**config.mk**
```make
export PLATFORM = sky130hd
export DESIGN_NAME = boid_frame_sched
export DESIGN_NICKNAME = d
export VERILOG_FILES = /design/src/rtl/boid_frame_sched.sv
export SDC_FILE = /design/constraint.sdc
export NUM_CORES = 1
export LEC_CHECK = 0
export BUFFER_PORTS_ARGS = -buffer_cell sky130_fd_sc_hd__buf_2
export CAP_MARGIN = 20
export CORE_MARGIN = 2
export CORE_UTILIZATION = 25
export DETAILED_ROUTE_END_ITERATION = 7
export HOLD_SLACK_MARGIN = 0.1
export PLACE_DENSITY_LB_ADDON = 0.2
export SLEW_MARGIN = 20
export SYNTH_ARGS = -nofsm -noshare
export SYNTH_HDL_FRONTEND = slang
export SYNTH_SLANG_ARGS = --single-unit
```
**constraint.sdc**
```tcl
create_clock -name clk -period 3.95 [get_ports clk]
set_input_delay 0.79 -clock clk [delete_from_list [all_inputs] [get_ports clk]]
set_output_delay 0.79 -clock clk [all_outputs]
set_load 0.01 [all_outputs]
```
**src/rtl/boid_frame_sched.sv**
```systemverilog
// Per-frame sequencer for the boid update datapath: self read, neighbour stream, write-back per boid.
// One read outstanding; rd/wr requests hold until accepted, read data may arrive any cycle >= 1 after accept.
module boid_frame_sched #(
    parameter int NUM_BOIDS = 4,
    parameter int AW        = (NUM_BOIDS > 1) ? $clog2(NUM_BOIDS) : 1
) (
    input  logic          clk,
    input  logic          reset,
    input  logic          en,
    output logic          rd_req,
    output logic [AW-1:0] rd_addr,
    input  logic          rd_ready,
    input  logic          rd_valid,
    output logic          acc_clr,
    output logic          self_ld,
    output logic          dp_en,
    output logic          wr_en,
    output logic [AW-1:0] wr_addr,
    input  logic          wr_ready,
    output logic          busy,
    output logic          done
);
    typedef enum logic [2:0] {
        S_IDLE,
        S_SELF_RD,
        S_SELF_WAIT,
        S_NB_RD,
        S_NB_WAIT,
        S_WB,
        S_DONE
    } state_t;

    localparam logic [AW:0] W_NUM  = (AW+1)'(NUM_BOIDS);
    localparam logic [AW:0] W_LAST = (AW+1)'(NUM_BOIDS - 1);
    localparam logic [AW:0] W_ONE  = (AW+1)'(1);
    localparam logic [AW:0] W_TWO  = (AW+1)'(2);

    state_t      r_state;
    state_t      w_state_nxt;
    logic        r_en_q;
    logic [AW:0] r_boid_i;
    logic [AW:0] r_nb_j;
    logic [AW:0] w_boid_i_nxt;
    logic [AW:0] w_nb_j_nxt;
    logic        w_start;
    logic [AW:0] w_first_nb;
    logic [AW:0] w_nb_inc;
    logic [AW:0] w_nb_next;

    assign w_start = r_en_q & ~en;

    // Neighbour walk is ascending j with j == i skipped, so a step is +1 or +2.
    assign w_first_nb = (r_boid_i == '0) ? W_ONE : '0;
    assign w_nb_inc   = r_nb_j + W_ONE;
    assign w_nb_next  = (w_nb_inc == r_boid_i) ? (r_nb_j + W_TWO) : w_nb_inc;

    always_comb begin
        w_state_nxt  = r_state;
        w_boid_i_nxt = r_boid_i;
        w_nb_j_nxt   = r_nb_j;
        rd_req       = 1'b0;
        rd_addr      = '0;
        acc_clr      = 1'b0;
        self_ld      = 1'b0;
        dp_en        = 1'b0;
        wr_en        = 1'b0;
        wr_addr      = '0;
        busy         = 1'b1;
        done         = 1'b0;
        case (r_state)
            S_IDLE: begin
                busy = 1'b0;
                if (w_start) begin
                    w_boid_i_nxt = '0;
                    w_state_nxt  = S_SELF_RD;
                end
            end
            S_SELF_RD: begin
                acc_clr = 1'b1;
                rd_req  = 1'b1;
                rd_addr = r_boid_i[AW-1:0];
                if (rd_ready) begin
                    w_state_nxt = S_SELF_WAIT;
                end
            end
            S_SELF_WAIT: begin
                self_ld = rd_valid;
                if (rd_valid) begin
                    if (w_first_nb < W_NUM) begin
                        w_nb_j_nxt  = w_first_nb;
                        w_state_nxt = S_NB_RD;
                    end else begin
                        w_state_nxt = S_WB;
                    end
                end
            end
            S_NB_RD: begin
                rd_req  = 1'b1;
                rd_addr = r_nb_j[AW-1:0];
                if (rd_ready) begin
                    w_state_nxt = S_NB_WAIT;
                end
            end
            S_NB_WAIT: begin
                dp_en = rd_valid;
                if (rd_valid) begin
                    if (w_nb_next < W_NUM) begin
                        w_nb_j_nxt  = w_nb_next;
                        w_state_nxt = S_NB_RD;
                    end else begin
                        w_state_nxt = S_WB;
                    end
                end
            end
            S_WB: begin
                wr_en   = 1'b1;
                wr_addr = r_boid_i[AW-1:0];
                if (wr_ready) begin
                    if (r_boid_i == W_LAST) begin
                        w_state_nxt = S_DONE;
                    end else begin
                        w_boid_i_nxt = r_boid_i + W_ONE;
                        w_state_nxt  = S_SELF_RD;
                    end
                end
            end
            S_DONE: begin
                done        = 1'b1;
                w_state_nxt = S_IDLE;
            end
            default: begin
                busy        = 1'b0;
                w_state_nxt = S_IDLE;
            end
        endcase
    end

    always_ff @(posedge clk) begin
        if (reset) begin
            r_state  <= S_IDLE;
            r_en_q   <= 1'b0;
            r_boid_i <= '0;
            r_nb_j   <= '0;
        end else begin
            r_state  <= w_state_nxt;
            r_en_q   <= en;
            r_boid_i <= w_boid_i_nxt;
            r_nb_j   <= w_nb_j_nxt;
        end
    end

endmodule

```
==> results.json <==
{
  "status": "completed",
  "clockPowerShare": 0.273,
  "tightest_slew_ps": 538,
  "multi_input_area_um2": 602,
  "irDropWorstVdd_mv": 0.116,
  "initial_core_util": 0.260,
  "cts_root_buffer": "clkbuf_4",
  "place_congestion": 0.788,
  "total_power_uw": 260,
  "critical_path.endpoint_type": "output pin",
  "ys_ff_latch": 10,
  "netlist.top_cell.by_area": "dfxtp_1",
  "finalCritPeriodShare": 0.589,
  "p_int_uw": 168,
  "holdBufCountCts": 0,
  "slew_headroom": 0.641,
  "yosys_warnings": 0,
  "fp.dieH_um": 62.6,
  "h-tree-depth": 1,
  "grt_pass1_wl_mm": 3.80,
  "setup_viol": 0,
  "drc": 0,
  "die_w_um": 62.6,
  "register_area_um2": 200,
  "seq_power_share": 0.461,
  "synthCells": 115,
  "cp_max_fo": 18,
  "leakage_uw": 0.000418,
  "rsz0062_at_grt": "false",
  "use_met2": 0.173,
  "hold_path_class": "reg -> reg",
  "drt_pre_antenna_iters": 4,
  "netSwitchingFraction": 0.354,
  "syn-num-nets": 125,
  "setup_tns_ps": 0,
  "synth_enable_flop_cells": 0,
  "routedWlPerCell_um": 12.3,
  "fin_crit_ps": 2330,
  "groute.layer.met3.usage": 0.0414,
  "drt_iter0_drc": 43,
  "ctsResizeCount": 0,
  "clock_skew_ps": 4.28,
  "fillCellCount": 386,
  "fp-row-count": 21,
  "maxCapViolCount": 0,
  "via_per_inst": 4.71,
  "pre_cts_ws_ps": 1800,
  "io_pins": 17,
  "grt_max_degree": 19,
  "grt.busiest_layer": "met1",
  "area_growth_pct": 15.9,
  "die_area_um2": 3920,
  "slew_viol_final": 0,
  "numClockSinks": 10,
  "vias": 824,
  "worstSkewPairLatency_ps": 260,
  "num_antenna_cells": 0,
  "dp_cells": 172,
  "ant_nets": 0,
  "required_ps": 3160,
  "syn-cell-area_um2": 860,
  "final_cells": 175,
  "yosysSeqAreaShare": 0.233,
  "pwr-share-comb": 0.266,
  "crit_type": "reg -> out",
  "clock_path_buffers": 2,
  "avgSynthCellArea_um2": 7.47,
  "routed_wl_mm": 2.16,
  "fmax_ghz": 0.430,
  "yosysUniqueCellTypes": 43,
  "power.switching_uw": 92.0,
  "rrSetupSlack_ps": 1920,
  "grt_remaining_overflow": 0,
  "postCtsSetupBuffers": 0,
  "num-nets-final": 141,
  "crit_slowest_cell": "dfxtp_1",
  "io_buffers": 16,
  "synth_top_area_share": 0.233,
  "yosys_most_used_dff": "dfxtp_1",
  "worst_slack_ps": 1620,
  "timing_hold_violations_final": 0,
  "max_stage_delay_ps": 660,
  "cts_tree": "done",
  "met1_usage": 0.175,
  "cts_made_buffers": 3,
  "core_area_um2": 3310,
  "grt.total_usage": 0.120,
  "dpl.hpwl_mm": 1.62,
  "async_flop_share": 0,
  "antenna_found_initial": 0,
  "crit_arrival_ps": 1540,
  "synthTopCellsByArea": "dfxtp_1 (23%), ha_1 (5.8%), nand2_1 (5.7%)",
  "grt_pass1_vias": 771,
  "powerDensity_nw_per_um2": 261,
  "clkSlewWorstSetupHoldPaths_ps": 70,
  "drive_gt1_frac": 0.202,
  "critPathLaunchType": "flop",
  "crit_chain": "nand2b_1 -> nor2_1 -> buf_2"
}
## stage by stage
| stage | utilization | hold slack (ps) | area [um2] |
|---|---|---|---|
| finish | 0.301 | 529 | 996 |
| global route | 0.301 | 585 | 996 |
| CTS | 0.301 | 524 | 996 |
| detailed placement | 0.294 | 511 | 973 |
| global placement | 0.294 | 500 | 973 |
| floorplan | - | 471 | 860 |
## registers in the layout, indices dropped and copies added, names as in the netlist
name and cells:
r_state 3, r_nb_j 3, r_en_q 1, r_boid_i 3
## cells in the mapped netlist, types with 2 or more instances
cell / n
mux2i_1: 3
xor2_1: 3
nand2b_1: 3
o21ai_0: 4
clkbuf_1: 2
nor3_1: 4
nor3b_1: 2
nor4_1: 2
nor2b_1: 3
nor2_1: 13
dfxtp_1: 10
a22oi_1: 2
ha_1: 4
xnor2_1: 3
o211ai_1: 2
a21oi_1: 7
nand2_1: 13
inv_1: 9
or4_1: 2
## per-layer routing
metal | wire length, um | vias up
met5 | 0 | -
met4 | 0 | 0
met3 | 99 | 0
met2 | 929 | 16
met1 | 1130 | 370
li1 | - | 438
## placed cells by master (no fill, tap or decap), drive strengths merged, types with 2 or more instances in the layout
master,instances
nand2b,3
clkbuf,3
nor2b,3
a21oi,7
dfxtp,10
buf,16
nor2,14
a22oi,2
or4,2
o21ai,4
ha,4
xor2,4
nand2,13
nor4,2
inv,9
mux2i,3
nor3b,2
nor3,4
o211ai,2
xnor2,3
## cell families (layout without fill, tap and decap cells)
kind of cell	after synthesis	after routing	share of synthesized area
and+or+nand+nor	51	51	0.313
AOI/OAI and AO/OA	26	26	0.214
buffers and inverters	14	28	0.0670
DFF	10	10	0.233
xor gates and xnor gates	7	7	0.0801
adders and majority gates	4	4	0.0582
muxes	3	3	0.0349
## power by group through the flow
stage | Clock, uW | Combinational, uW | Sequential [uW]
6_report | 71.0 | 69.1 | 120
5_1_grt | 81.4 | 77.4 | 121
4_1_cts | 73.9 | 69.0 | 119
3_5_place_dp | 0 | 68.7 | 122
3_3_place_gp | 0 | 68.1 | 122
2_1_floorplan | 0 | 60.1 | 109
## final timing paths
path,endpoint,cells after the start,start
setup reg to reg,r_nb_j[1]$_SDFFE_PP0P_,6,r_nb_j[0]$_SDFFE_PP0P_
hold / removal,r_boid_i[2]$_SDFFE_PP0P_,2,r_boid_i[2]$_SDFFE_PP0P_
setup / recovery,rd_addr[0],3,r_state[0]$_SDFFE_PP0P_
hold reg to reg,r_boid_i[2]$_SDFFE_PP0P_,2,r_boid_i[2]$_SDFFE_PP0P_
## critical path, delay by kind of cell, from the launching register on
kind / cells / cell delay [ps]
buffers and inverters: 1 / 140
DFF: 1 / 660
and+or+nand+nor: 2 / 470
## layout make-up
class | instances | area share
Clock buffer | 3 | 0.0226
Inverter | 9 | 0.0339
Multi-Input combinational cell | 91 | 0.604
Sequential cell | 10 | 0.201
Tap cell | 46 | 0.0578
Timing Repair Buffer | 16 | 0.0804
No activity file was read; power rests on OpenSTA's default activity.
